`src/rtl/msrv32_pkg.sv`:
```
// msrv32_pkg: shared constants for the msrv32 writeback stage.
//   WB_SEL_*  writeback source select codes
//   LS_*      load size codes
//   FAULT_*   load fault cause codes
//   wb_state_t writeback stage FSM states
package msrv32_pkg;

  localparam logic [2:0] WB_SEL_ALU    = 3'd0;
  localparam logic [2:0] WB_SEL_LOAD   = 3'd1;
  localparam logic [2:0] WB_SEL_SRC    = 3'd2;
  localparam logic [2:0] WB_SEL_IADDER = 3'd3;
  localparam logic [2:0] WB_SEL_CSR    = 3'd4;
  localparam logic [2:0] WB_SEL_PC4    = 3'd5;

  localparam logic [1:0] LS_BYTE   = 2'd0;
  localparam logic [1:0] LS_HALF   = 2'd1;
  localparam logic [1:0] LS_WORD   = 2'd2;
  localparam logic [1:0] LS_DOUBLE = 2'd3;

  localparam logic [1:0] FAULT_BUS      = 2'd0;
  localparam logic [1:0] FAULT_TIMEOUT  = 2'd1;
  localparam logic [1:0] FAULT_MISALIGN = 2'd2;
  localparam logic [1:0] FAULT_SIZE     = 2'd3;

  typedef enum logic [1:0] {
    S_RUN   = 2'd0,
    S_WAIT  = 2'd1,
    S_FAULT = 2'd2
  } wb_state_t;

endpackage

```
`src/rtl/msrv32_load_align.sv`:
```
// msrv32_load_align: combinational load data alignment and extension.
//   i_data         raw bus read data
//   i_offset       byte offset of the access within the bus word
//   i_size         LS_* access size
//   i_unsigned     zero-extend instead of sign-extend
//   o_result_c     shifted and extended load value
//   o_misaligned_c offset is not a multiple of the access size
module msrv32_load_align
  import msrv32_pkg::*;
#(
  parameter int unsigned XLEN  = 32,
  parameter int unsigned OFF_W = $clog2(XLEN / 8)
) (
  input  logic [XLEN-1:0]  i_data,
  input  logic [OFF_W-1:0] i_offset,
  input  logic [1:0]       i_size,
  input  logic             i_unsigned,
  output logic [XLEN-1:0]  o_result_c,
  output logic             o_misaligned_c
);

  logic [XLEN-1:0] w_shifted;
  logic [XLEN-1:0] w_mask;
  logic            w_sign;

  assign w_shifted = i_data >> {i_offset, 3'b000};

  // Mask of the bits that belong to the access, plus its sign bit.
  always_comb begin
    w_mask         = '1;
    w_sign         = w_shifted[XLEN-1];
    o_misaligned_c = 1'b0;
    case (i_size)
      LS_BYTE: begin
        w_mask = XLEN'(8'hFF);
        w_sign = w_shifted[7];
      end
      LS_HALF: begin
        w_mask         = XLEN'(16'hFFFF);
        w_sign         = w_shifted[15];
        o_misaligned_c = i_offset[0];
      end
      LS_WORD: begin
        w_mask         = XLEN'(32'hFFFF_FFFF);
        w_sign         = w_shifted[31];
        o_misaligned_c = |i_offset[1:0];
      end
      default: o_misaligned_c = |i_offset;
    endcase
  end

  // Bits above the access are filled with the sign (or zero).
  assign o_result_c = (w_shifted & w_mask) | ({XLEN{w_sign & ~i_unsigned}} & ~w_mask);

endmodule

```
`src/rtl/msrv32_wb_stage.sv`:
```
// msrv32_wb_stage: registered writeback stage of the msrv32 pipeline.
//   s2_valid_in/s2_ready_out   operation handshake from stage 2
//   flush_in                   kill current / in-flight operation
//   wb_sel_in, rd_*, is_load_in, load_*  operation context
//   alu_result_in .. pc_plus_4_in         writeback candidates
//   ms_riscv32_mp_data_*/dmdata_in        wait-stated data bus response
//   wb_*_out                   one registered writeback per operation
//   load_fault_out/fault_cause_out        one-cycle load fault pulse
module msrv32_wb_stage
  import msrv32_pkg::*;
#(
  parameter int unsigned XLEN        = 32,
  parameter int unsigned MEM_TIMEOUT = 16
) (
  input  logic            ms_riscv32_mp_clk_in,
  input  logic            ms_riscv32_mp_rst_in,
  input  logic            s2_valid_in,
  output logic            s2_ready_out,
  input  logic            flush_in,
  input  logic [2:0]      wb_sel_in,
  input  logic [4:0]      rd_addr_in,
  input  logic            rd_wr_en_in,
  input  logic            is_load_in,
  input  logic [1:0]      load_size_in,
  input  logic            load_unsigned_in,
  input  logic [XLEN-1:0] alu_result_in,
  input  logic [XLEN-1:0] alu_src_in,
  input  logic [XLEN-1:0] iadder_in,
  input  logic [XLEN-1:0] csr_data_in,
  input  logic [XLEN-1:0] pc_plus_4_in,
  input  logic [XLEN-1:0] ms_riscv32_mp_dmdata_in,
  input  logic            ms_riscv32_mp_data_hready_in,
  input  logic            ms_riscv32_mp_data_hresp_in,
  output logic            wb_valid_out,
  output logic [4:0]      wb_rd_addr_out,
  output logic            wb_wr_en_out,
  output logic [XLEN-1:0] wb_data_out,
  output logic            load_fault_out,
  output logic [1:0]      fault_cause_out
);

  localparam int unsigned OFF_W = $clog2(XLEN / 8);
  localparam int unsigned CNT_W = 8;

  wb_state_t        r_state, w_state_nxt;
  logic [CNT_W-1:0] r_cnt, w_cnt_nxt;
  logic             r_kill, w_kill_nxt;

  logic [OFF_W-1:0] r_offset;
  logic [1:0]       r_size;
  logic             r_unsigned;
  logic [4:0]       r_rd_addr;
  logic             r_rd_wr_en;

  logic             w_accept;
  logic             w_latch;
  logic             w_kill_eff;
  logic             w_size_illegal;
  logic             w_misaligned;
  logic [OFF_W-1:0] w_al_offset;
  logic [1:0]       w_al_size;
  logic             w_al_unsigned;
  logic [XLEN-1:0]  w_load_data;
  logic [XLEN-1:0]  w_mux;

  logic             w_wb_valid_nxt;
  logic             w_wb_wr_en_nxt;
  logic [4:0]       w_wb_rd_addr_nxt;
  logic [XLEN-1:0]  w_wb_data_nxt;
  logic             w_fault_nxt;
  logic [1:0]       w_cause_nxt;

  assign w_accept       = s2_valid_in & s2_ready_out & ~flush_in;
  assign w_kill_eff     = r_kill | flush_in;
  assign w_size_illegal = (load_size_in == LS_DOUBLE) && (XLEN == 32);

  // Aligner sees the live request in RUN and the latched context while waiting.
  assign w_al_offset   = (r_state == S_WAIT) ? r_offset   : iadder_in[OFF_W-1:0];
  assign w_al_size     = (r_state == S_WAIT) ? r_size     : load_size_in;
  assign w_al_unsigned = (r_state == S_WAIT) ? r_unsigned : load_unsigned_in;

  msrv32_load_align #(
    .XLEN (XLEN)
  ) u_align (
    .i_data         (ms_riscv32_mp_dmdata_in),
    .i_offset       (w_al_offset),
    .i_size         (w_al_size),
    .i_unsigned     (w_al_unsigned),
    .o_result_c     (w_load_data),
    .o_misaligned_c (w_misaligned)
  );

  // Writeback source mux for non-load operations.
  always_comb begin
    w_mux = '0;
    case (wb_sel_in)
      WB_SEL_ALU:    w_mux = alu_result_in;
      WB_SEL_LOAD:   w_mux = w_load_data;
      WB_SEL_SRC:    w_mux = alu_src_in;
      WB_SEL_IADDER: w_mux = iadder_in;
      WB_SEL_CSR:    w_mux = csr_data_in;
      WB_SEL_PC4:    w_mux = pc_plus_4_in;
      default:       w_mux = '0;
    endcase
  end

  // Next-state and next-output logic.
  always_comb begin
    w_state_nxt      = r_state;
    w_cnt_nxt        = r_cnt;
    w_kill_nxt       = r_kill;
    w_latch          = 1'b0;
    w_wb_valid_nxt   = 1'b0;
    w_wb_wr_en_nxt   = 1'b0;
    w_wb_rd_addr_nxt = wb_rd_addr_out;
    w_wb_data_nxt    = wb_data_out;
    w_fault_nxt      = 1'b0;
    w_cause_nxt      = fault_cause_out;
    case (r_state)
      S_RUN: begin
        if (w_accept) begin
          if (!is_load_in) begin
            w_wb_valid_nxt   = 1'b1;
            w_wb_wr_en_nxt   = rd_wr_en_in;
            w_wb_rd_addr_nxt = rd_addr_in;
            w_wb_data_nxt    = w_mux;
          end else if (w_misaligned) begin
            w_state_nxt = S_FAULT;
            w_fault_nxt = 1'b1;
            w_cause_nxt = FAULT_MISALIGN;
          end else if (w_size_illegal) begin
            w_state_nxt = S_FAULT;
            w_fault_nxt = 1'b1;
            w_cause_nxt = FAULT_SIZE;
          end else begin
            w_latch     = 1'b1;
            w_cnt_nxt   = '0;
            w_kill_nxt  = 1'b0;
            w_state_nxt = S_WAIT;
          end
        end
      end
      S_WAIT: begin
        if (flush_in) begin
          w_kill_nxt = 1'b1;
        end
        if (ms_riscv32_mp_data_hready_in) begin
          w_state_nxt = S_RUN;
          if (w_kill_eff) begin
            w_state_nxt = S_RUN;
          end else if (ms_riscv32_mp_data_hresp_in) begin
            w_state_nxt = S_FAULT;
            w_fault_nxt = 1'b1;
            w_cause_nxt = FAULT_BUS;
          end else begin
            w_wb_valid_nxt   = 1'b1;
            w_wb_wr_en_nxt   = r_rd_wr_en;
            w_wb_rd_addr_nxt = r_rd_addr;
            w_wb_data_nxt    = w_load_data;
          end
        end else begin
          w_cnt_nxt = r_cnt + CNT_W'(1);
          // Deciding cycle is the MEM_TIMEOUT-th consecutive stalled cycle.
          if (r_cnt + CNT_W'(1) == CNT_W'(MEM_TIMEOUT)) begin
            w_state_nxt = S_RUN;
            if (!w_kill_eff) begin
              w_state_nxt = S_FAULT;
              w_fault_nxt = 1'b1;
              w_cause_nxt = FAULT_TIMEOUT;
            end
          end
        end
        if (w_state_nxt != S_WAIT) begin
          w_kill_nxt = 1'b0;
          w_cnt_nxt  = '0;
        end
      end
      S_FAULT: w_state_nxt = S_RUN;
      default: w_state_nxt = S_RUN;
    endcase
  end

  // State, counter, kill flag and output registers.
  always_ff @(posedge ms_riscv32_mp_clk_in) begin
    if (ms_riscv32_mp_rst_in) begin
      r_state         <= S_RUN;
      r_cnt           <= '0;
      r_kill          <= 1'b0;
      s2_ready_out    <= 1'b1;
      wb_valid_out    <= 1'b0;
      wb_wr_en_out    <= 1'b0;
      wb_rd_addr_out  <= '0;
      wb_data_out     <= '0;
      load_fault_out  <= 1'b0;
      fault_cause_out <= '0;
    end else begin
      r_state         <= w_state_nxt;
      r_cnt           <= w_cnt_nxt;
      r_kill          <= w_kill_nxt;
      s2_ready_out    <= (w_state_nxt == S_RUN);
      wb_valid_out    <= w_wb_valid_nxt;
      wb_wr_en_out    <= w_wb_wr_en_nxt;
      wb_rd_addr_out  <= w_wb_rd_addr_nxt;
      wb_data_out     <= w_wb_data_nxt;
      load_fault_out  <= w_fault_nxt;
      fault_cause_out <= w_cause_nxt;
    end
  end

  // Load context captured at accept.
  always_ff @(posedge ms_riscv32_mp_clk_in) begin
    if (ms_riscv32_mp_rst_in) begin
      r_offset   <= '0;
      r_size     <= '0;
      r_unsigned <= 1'b0;
      r_rd_addr  <= '0;
      r_rd_wr_en <= 1'b0;
    end else if (w_latch) begin
      r_offset   <= iadder_in[OFF_W-1:0];
      r_size     <= load_size_in;
      r_unsigned <= load_unsigned_in;
      r_rd_addr  <= rd_addr_in;
      r_rd_wr_en <= rd_wr_en_in;
    end
  end

endmodule

```
`config.mk`:
```
export PLATFORM = sky130hd
export DESIGN_NAME = msrv32_wb_stage
export DESIGN_NICKNAME = d
export VERILOG_FILES = /design/src/rtl/msrv32_pkg.sv /design/src/rtl/msrv32_load_align.sv /design/src/rtl/msrv32_wb_stage.sv
export SDC_FILE = /design/constraint.sdc
export NUM_CORES = 1
export LEC_CHECK = 0
export CAP_MARGIN = 20
export CORE_ASPECT_RATIO = 0.75
export CORE_MARGIN = 10
export CORE_UTILIZATION = 43
export CTS_CLUSTER_SIZE = 30
export DETAILED_ROUTE_END_ITERATION = 8
export PLACE_DENSITY = 0.87
export SKIP_LAST_GASP = 1
export SYNTH_ARGS = -nofsm -noshare
export SYNTH_HDL_FRONTEND = slang
export SYNTH_SLANG_ARGS = --single-unit
```
`constraint.sdc`:
```
create_clock -name ms_riscv32_mp_clk_in -period 5.8 [get_ports ms_riscv32_mp_clk_in]
set_clock_uncertainty 0.1 [all_clocks]
set_input_delay 1.45 -clock ms_riscv32_mp_clk_in [delete_from_list [all_inputs] [get_ports ms_riscv32_mp_clk_in]]
set_output_delay 1.45 -clock ms_riscv32_mp_clk_in [all_outputs]
set_load 0.1 [all_outputs]
```
==> reports/qor.yml <==
floorplan:
  start_util: 0.437
  die_h_um: 111
  core_area_um2: 10900
  num_io_pins: 254
  rows: 33
  dieWidth_um: 141
  dieArea_um2: 15700
placed_design:
  gp_congestion: 0.976
  post-place-ws_ns: 1.45
  dp_hpwl_mm: 18.9
  port_buffers: 253
  place_inst: 947
  dpl_cell_area_um2: 7300
worst_setup_path:
  r2r_start: "r_state[1]"
  r2r_slack_ns: 2.36
  crit_chain: "clkdlybuf4s50_1 -> nand2b_1 -> nor2_1 -> buf_4 -> nand2_1 -> o221ai_1 -> a21oi_1 -> a311oi_1"
  r2r_cells: 6
  worstSetupEndpointType: "flop"
  critPathLaunchType: "input port"
  cp.required_ns: 5.92
  slowest_delay_ns: 0.92
  path_max_fanout: 17
  crit_path_end: "wb_data_out[23]"
  critPathSlowestCell: "clkdlybuf4s50_1"
  critPathKind: "input port to flop"
  critPathArrivalTime_ns: 4.28
  worstReg2RegEnd: "r_unsigned"
  worstSetupStartpoint: "wb_sel_in[1]"
clock_tree:
  cts_made_buffers: 9
  cts_hold_buf: 0
  clk_pin_slew_ns: 0.06
  cts_tree: "yes"
  cts_resized: 0
  clockBufferDepth: 2
  insertion_delay_ns: 0.33
  post_cts_buffers: 0
  clkSinkCount: 65
  cts_root_buf: "clkbuf_16"
  h-tree-depth: 3
yosys:
  synth_top_area_frac: 0.274
  synth_nets: 809
  synthArstFlopShare: 0
  ys_warn_count: 0
  synth_top_area_cell: "dfxtp_1"
  synth_area_per_cell_um2: 7.96
  ys_top_cells_by_count: "nand2_1, nor2_1, mux2i_1"
  ys_ff_latch: 65
  synth_area_leaders: "dfxtp_1, mux2i_1, a22oi_1"
  synth-edff-count: 0
  synth.most_common_cell: "nand2_1"
  synth_top_flop_cell: "dfxtp_1"
  synth.distinct_cells: 62
  syn_inst: 596
  synth.cell_area_um2: 4740
  yosysSeqAreaShare: 0.274
sta:
  fin_ws_ns: 1.64
  hold_ws_ns: 0.379
  slew_viol_final: 0
  min_period_ns: 4.16
  rsz0062_at_grt: "false"
  final_hold_viol_count: 0
  worst_pin_slew_ns: 1.12
  max_slew_margin: 0.256
  setup_viol: 0
  fin_tns_setup_ns: 0
  fmax_mhz: 241
  fin_crit_sh: 0.717
global_routing:
  grt_max_degree: 59
  antenna_found_initial: 2
  grt_pass1_vias: 5931
  grt_usage: 0.287
  grt_overflow_total: 0
  grt_pass1_wl_mm: 35.8
worst_hold_path:
  worstHoldPathType: "flop to flop"
pwr:
  cellPowerDensity_nw_per_um2: 211
  peakVddDrop_v: 0.000161
  leakage_nw: 2.82
route:
  wl_per_cell_um: 24.5
  drt_iter0_markers: 625
  final_antenna_net_count: 0
  route.detailed.drc: 0
  vias: 5904
  via_per_inst: 6.12
  dr.pass1.iters: 5
  routed_wl_mm: 23.6
layout:
  fin_area_um2: 7630
  area_growth_pct: 61.0
  layout.nets: 1031
  nFillCells: 878
  final-instance-count-excl-fill: 964
  drive_above_1_share: 0.0547
outcome:
  status: "finished, final reports clean"
job:
  maxCapViolCount: 0
## through the flow
step | power, W | util
floorplan | 0.000774 | -
global placement | 0.00101 | 0.673
detailed placement | 0.00101 | 0.673
CTS | 0.00161 | 0.703
global route | 0.00166 | 0.703
finish | 0.00161 | 0.703
## layer usage
layer,vias up,wire length [µm],global-route usage
li1,2706,-,-
met1,2843,9750,0.373
met2,320,11100,0.463
met3,33,2410,0.0783
met4,2,352,0.0549
met5,-,13,0
## critical path: cells and delay by family
kind,cells,cell delay (ns)
and+or+nand+nor,3,1.10
AOI/OAI and AO/OA,3,0.47
buffers and inverters,2,1.25
## report_power, final
part | switching (W) | internal [W] | leakage (nW)
combinational | 0.000299 | 0.000232 | 2.13
sequential | 0.0000153 | 0.000466 | 0.528
clock | 0.000207 | 0.000389 | 0.159
total | 0.000522 | 0.00109 | 2.82
## layout make-up
class | count | area [µm²] | area share
inverter | 5 | 18.8 | 0.00246
sequential | 65 | 1300 | 0.170
tap | 140 | 175 | 0.0229
timing repair buffer | 264 | 2610 | 0.341
clock buffer | 10 | 239 | 0.0313
multi-input combinational | 473 | 3200 | 0.420
antenna | 1 | 2.50 | 0.000328
clock inverter | 6 | 90.1 | 0.0118
## worst min path at each step
stage,depth (start not counted),end,startpoint
after floorplan,2,r_unsigned,r_unsigned
after global placement,2,wb_rd_addr_out[4],r_rd_addr[4]
after detailed placement,2,wb_rd_addr_out[0],r_rd_addr[0]
after CTS,2,fault_cause_out[0],fault_cause_out[0]
after global routing,2,fault_cause_out[0],fault_cause_out[0]
final,2,fault_cause_out[0],fault_cause_out[0]
## layout by cell type (no fill, tap or decap), drive strengths merged, types with 3 or more instances in the layout
| cell type | synthesis | routed |
|---|---|---|
| o211ai | 3 | 3 |
| a21oi | 27 | 27 |
| xor2 | 7 | 7 |
| o21bai | 3 | 3 |
| a311oi | 14 | 14 |
| nor3 | 12 | 12 |
| a211oi | 17 | 17 |
| buf | 13 | 13 |
| clkbuf | 40 | 10 |
| dfxtp | 65 | 65 |
| a31oi | 3 | 3 |
| inv | 5 | 6 |
| o31ai | 5 | 5 |
| nor2 | 73 | 73 |
| o21ai | 18 | 18 |
| mux2i | 70 | 70 |
| a22oi | 39 | 39 |
| a221oi | 18 | 18 |
| o221ai | 30 | 30 |
| clkdlybuf4s50 | 0 | 251 |
| nor2b | 5 | 5 |
| nand2 | 76 | 76 |
| and2 | 6 | 6 |
| nand2b | 9 | 9 |
## logic make-up (layout without fill, tap and decap cells)
group / count (synthesis) / count (layout) / synth area share
flip-flops: 65 / 65 / 0.274
other: 0 / 1 / 0
buffers and inverters: 58 / 285 / 0.0509
AND/OR/NAND/NOR: 203 / 203 / 0.197
XOR/XNOR: 8 / 8 / 0.0148
multiplexers: 71 / 71 / 0.152
AO/OA/AOI/OAI: 189 / 189 / 0.306
adder cells (fa/ha/maj): 2 / 2 / 0.00528
## state kept, by name (all words and copies together) (netlist names)
register and cells:
r_cnt 8, s2_ready_out 1, r_state 2, wb_wr_en_out 1, wb_valid_out 1, wb_data_out 32, fault_cause_out 2, r_size 2
r_kill 1, r_offset 2, r_unsigned 1, load_fault_out 1, r_rd_wr_en 1, wb_rd_addr_out 5, r_rd_addr 5
Note: power is estimated with default switching activity, not from simulation.
==> edit 1: new RTL, config.mk and constraints unchanged <==
Reset style: asynchronous (`ms_riscv32_mp_rst_in`), changed in 2 clocked blocks.
--- a/src/rtl/msrv32_wb_stage.sv
+++ b/src/rtl/msrv32_wb_stage.sv
@@ -181,7 +181,7 @@
   end
 
   // State, counter, kill flag and output registers.
-  always_ff @(posedge ms_riscv32_mp_clk_in) begin
+  always_ff @(posedge ms_riscv32_mp_clk_in or posedge ms_riscv32_mp_rst_in) begin
     if (ms_riscv32_mp_rst_in) begin
       r_state         <= S_RUN;
       r_cnt           <= '0;
@@ -208,7 +208,7 @@
   end
 
   // Load context captured at accept.
-  always_ff @(posedge ms_riscv32_mp_clk_in) begin
+  always_ff @(posedge ms_riscv32_mp_clk_in or posedge ms_riscv32_mp_rst_in) begin
     if (ms_riscv32_mp_rst_in) begin
       r_offset   <= '0;
       r_size     <= '0;
Function: differs if ms_riscv32_mp_rst_in is asserted again (counterexample within 4 cycles, from zero or initial values and one cycle with ms_riscv32_mp_rst_in high); with ms_riscv32_mp_rst_in held inactive, the same outputs for 4 cycles.
==> edit 1 against the original RTL <==
Utilization increased by 0.31 points; final cell count is 4.6% lower; sequential cell count stayed put; sequential share of layout area grew 3.8 points; area after synthesis increased by 4.3%; final area increased by 2.3%; register-to-register slack got worse by 60 ps; routed wire length shrank 7.8%; setup slack got worse by 91 ps; largest cell class unchanged.
Power is not compared: it rests on default switching activity, and its combinational part moved more than twofold at a synthesized area within 25%.
==> edit 1: results (changes against the original RTL) <==
| Metric | Value |
|---|---|
| Top cells by area, synth | dfrtp_1, a22oi_1, mux2_2 (was dfxtp_1, mux2i_1, a22oi_1) |
| Worst R2R Start | r_state[1] (unchanged) |
| # Post-CTS Setup Buffers | 0 (unchanged) |
| Top cell type by total area after synthesis | dfrtp_1 (was dfxtp_1) |
| Register area share after synthesis | 32.9% (was 27.4%) |
| Critical Path Source | wb_sel_in[2] (was wb_sel_in[1]) |
| Share of cells above drive strength 1 | 11.8% (was 5.47%) |
| Average size of a mapped cell | 8.99 µm² (was 7.96 µm²) |
| Clk buf depth | 2 (unchanged) |
| Ys async rst share | 100% (was 0%) |
| DRT Pass-1 Iters | 8 (was 5) |
| Tmin final | 4250 ps (was 4160 ps) |
| N_diodes | 0 (was 1) |
| Multi-input gate area | 3100 µm² (was 3200 µm²) |
| Fill cells | 832 (was 878) |
| Antenna violations before repair | 0 (was 2) |
| R2R setup slack | 2300 ps (was 2360 ps) |
| Slew @ Worst Pin | 1090 ps (was 1120 ps) |
| Placed insts | 903 (was 947) |
| R2R depth | 6 (unchanged) |
| Synth cell types | 63 (was 62) |
| GP Congestion | 0.896 (was 0.976) |
| Most instantiated cells after synthesis | nand2_1, dfrtp_1, nor2_1 (was nand2_1, nor2_1, mux2i_1) |
| Total GRT Usage | 25.5% (was 28.7%) |
| DP HPWL | 17.1 mm (was 18.9 mm) |
| Ys Warns | 0 (unchanged) |
| Starting DRT DRC Count | 582 (was 625) |
| Critical path endpoint | wb_data_out[11] (was wb_data_out[23]) |
| WHS Path Cells | 1 (was 2) |
| Mapped Nets | 763 (was 809) |
| WL per Instance | 23.7 µm (was 24.5 µm) |
| Largest net degree at the start of global routing | 66 (was 59) |
| Place WS | 1260 ps (was 1450 ps) |
| First-pass GRT wire length | 32.6 mm (was 35.8 mm) |
| Via density | 6.12 (about the same) |
| Post-DP Area | 7480 µm² (was 7300 µm²) |
| Routed vias | 5633 (was 5904) |
| Worst skew pair latency | 340 ps |
| Nets@finish | 988 (was 1031) |
| Vias in the first global route | 5761 (was 5931) |
| Critical path peak fanout | 27 (was 17) |
| Status | finished clean (unchanged) |
-- edit 1: cells by family (layout without fill, tap and decap cells) --
group,after synthesis,after routing,synth area share (%)
AOI/OAI and AO/OA,204,204,28.9
xor gates and xnor gates,4,4,0.708
adders and majority gates,2,2,0.506
buffers and inverters,50,280,4.78
DFF,65,65,32.9
muxes,69,69,17.9
and+or+nand+nor,156,156,14.3
-- edit 1: worst max-delay path, stage by stage --
cell and delay (ps):
clkdlybuf4s50_1 720, buf_4 380, nor2_1 120, a21o_1 770, nand2_1 460, o22ai_1 310
o22a_1 210
-- edit 1: layout make-up --
class | instances | share of cell area [%]
Inverter | 5 | 0.240
Timing Repair Buffer | 259 | 33.0
Clock buffer | 9 | 2.88
Clock inverter | 7 | 1.22
Tap cell | 140 | 2.24
Multi-Input combinational cell | 435 | 39.6
Sequential cell | 65 | 20.8
-- edit 1: worst min path at each step --
stage	startpoint	end	slack, ps
2_1_floorplan	r_rd_wr_en	wb_wr_en_out	370
3_3_place_gp	fault_cause_out[1]	fault_cause_out[1]	380
3_5_place_dp	fault_cause_out[1]	fault_cause_out[1]	380
4_1_cts	fault_cause_out[1]	fault_cause_out[1]	400
5_1_grt	r_rd_wr_en	wb_wr_en_out	420
6_report	fault_cause_out[1]	fault_cause_out[1]	400
-- edit 1: power by group --
part           switching [mW]  total, mW  internal [mW]
clock network           0.217      0.593          0.375
logic                    1.11       1.61          0.504
registers               0.113      0.713          0.600
total                    1.44       2.92           1.48
-- edit 1: routing by layer --
| layer | share of wire [%] | GRT usage [%] | vias to the layer above |
|---|---|---|---|
| li1 | - | - | 2556 |
| met4 | 1.9 | 6.11 | 0 |
| met5 | 0 | 0 | - |
| met3 | 12 | 11.3 | 28 |
| met1 | 39 | 30.5 | 2726 |
| met2 | 48 | 41.3 | 323 |
==> edit 2: new RTL, config.mk and constraints unchanged <==
Made on the original files. `XLEN` is set to 32 in 2 places; all go to 64.
--- a/src/rtl/msrv32_load_align.sv
+++ b/src/rtl/msrv32_load_align.sv
@@ -8,7 +8,7 @@
 module msrv32_load_align
   import msrv32_pkg::*;
 #(
-  parameter int unsigned XLEN  = 32,
+  parameter int unsigned XLEN  = 64,
   parameter int unsigned OFF_W = $clog2(XLEN / 8)
 ) (
   input  logic [XLEN-1:0]  i_data,
--- a/src/rtl/msrv32_wb_stage.sv
+++ b/src/rtl/msrv32_wb_stage.sv
@@ -9,7 +9,7 @@
 module msrv32_wb_stage
   import msrv32_pkg::*;
 #(
-  parameter int unsigned XLEN        = 32,
+  parameter int unsigned XLEN        = 64,
   parameter int unsigned MEM_TIMEOUT = 16
 ) (
   input  logic            ms_riscv32_mp_clk_in,
Interface: changed (7 resized); port bits go from 254 to 478. The function was not compared with the original's and may differ.
==> edit 2 against the original RTL <==
Setup slack got worse by 310 ps; combinational power increased by 110%; sequential cell count increased by 33; routed wire length increased by 110%; power increased by 51%; area after synthesis increased by 90%; final area increased by 85%; die area increased by 74%; critical endpoint is now wb_data_out[62].
==> edit 2: results (changes against the original RTL) <==
| Metric | Value |
|---|---|
| Count leader, synth | nor2_1 (was nand2_1) |
| Worst Path Arrival | 4560 ps (was 4280 ps) |
| First-pass GRT wire length | 72.2 mm (was 35.8 mm) |
| Mapped Nets | 1529 (was 809) |
| Synth Area in Compound Gates | 35.1% (was 30.6%) |
| Synth Area in Adders | 0.278% (was 0.528%) |
| I/O Buffers | 477 (was 253) |
| Post-synthesis mux area share | 21.1% (was 15.2%) |
| Net Sw Frac | 38.3% (was 32.5%) |
| H-tree levels | 3 (unchanged) |
| Synth cell types | 68 (was 62) |
| Post-DP Area | 13800 µm² (was 7300 µm²) |
| Ys async rst share | 0% (unchanged) |
| Starting DRT DRC Count | 1287 (was 625) |
| Met3 usage | 11.8% (was 7.83%) |
| Max FFs per register | 64 (was 32) |
| Top Registers | wb_data_out (64), r_cnt (8) (was wb_data_out (32), r_cnt (8)) |
| Register area share after synthesis | 21.8% (was 27.4%) |
| Met2 Use GR | 56.3% (was 46.3%) |
| Worst skew pair latency | 350 ps (was 330 ps) |
| Nets@finish | 1928 (was 1031) |
| Synth Area in XOR/XNOR | 0.0972% (was 1.48%) |
| Antenna violations before repair | 3 (was 2) |
| Lkg Pwr | 5.18 nW (was 2.82 nW) |
| Total GRT Usage | 33.8% (was 28.7%) |
| Met1 Track Usage GR | 40.7% (was 37.3%) |
| DP HPWL | 39.9 mm (was 18.9 mm) |
| Top cells by area, synth | dfxtp_1, mux2_2, mux2i_1 (was dfxtp_1, mux2i_1, a22oi_1) |
| Normalized max-slew margin | 23.8% (was 25.6%) |
| Critical path peak fanout | 32 (was 17) |
| Hold WC Path Type | reg2reg (unchanged) |
| Most instantiated cells after synthesis | nor2_1, dfxtp_1, nand2_1 (was nand2_1, nor2_1, mux2i_1) |
| Share of cells above drive strength 1 | 10.5% (was 5.47%) |
| Final WL | 49.4 mm (was 23.6 mm) |
| Largest net degree at the start of global routing | 78 (was 59) |
| Routed vias | 11352 (was 5904) |
| Status | finished clean (unchanged) |
| Maximum vdd drop | 0.126 mV (was 0.161 mV) |
[edit 2: changes by cell type after synthesis, moves of 15 or more]
cell      delta
o21ai_0     +64
a21oi_1     +35
a221oi_1    +23
nor2_1      +90
mux2_2      +70
a211oi_1    +31
clkbuf_1    +38
mux4_2      +15
a22oi_1     +39
dfxtp_1     +33
nand3_1     +18
[edit 2: layer usage]
metal	wire (µm)	vias up
met1	19400	5499
met4	1190	0
met3	5290	67
met5	0	-
met2	23500	648
li1	-	5138
[edit 2: layout make-up]
cell class | instances | area [µm²]
Multi-Input combinational cell | 903 | 6560
Fill cell | 1687 | 6280
Timing Repair Buffer | 500 | 4960
Sequential cell | 98 | 1960
Tap cell | 282 | 353
Clock buffer | 11 | 243
Inverter | 11 | 41.3
Clock inverter | 5 | 37.5
Antenna cell | 2 | 5.00
[edit 2: path summary, 6_finish.rpt]
path / start / endpoint / slack [ps] / depth (start not counted)
worst min register to register: fault_cause_out[0] / fault_cause_out[0] / 350 / 2
worst max-delay path: iadder_in[0] / wb_data_out[62] / 1330 / 8
worst max register to register: r_state[1] / wb_data_out[50] / 1960 / 8
worst min-delay path: fault_cause_out[0] / fault_cause_out[0] / 350 / 2
[edit 2: power groups by stage]
stage	Clock (mW)	Sequential [mW]	Combinational, mW
after detailed placement	0	0.737	1.10
after global routing	0.610	0.726	1.18
after CTS	0.581	0.722	1.11
after floorplan	0	0.939	0.411
final	0.577	0.723	1.13
after global placement	0	0.737	1.09
[edit 2: worst max-delay path: stages]
cell             delay (ps)
clkdlybuf4s50_1         580
a21oi_4                 770
mux2i_1                 350
nor3_1                   80
a2111o_1                390
o31ai_4                 230
buf_4                   510
a2111oi_2               170
[edit 2: logic make-up after synthesis]
group	after synthesis
AOI/OAI and AO/OA	418
and+or+nand+nor	322
muxes	160
buffers and inverters	123
DFF	98
adders and majority gates	2
xor gates and xnor gates	1
[edit 2: per-stage QoR]
step | power (mW) | setup slack (ps) | utilization (%) | cells
final | 2.43 | 1330 | 69.3 | 1812
after global routing | 2.51 | 1100 | 69.3 | 1811
after CTS | 2.41 | 1390 | 69.1 | 1809
after detailed placement | 1.84 | 1010 | 67.8 | 1793
after global placement | 1.83 | 1120 | 67.8 | 1793
after floorplan | 1.35 | 2230 | - | 1124
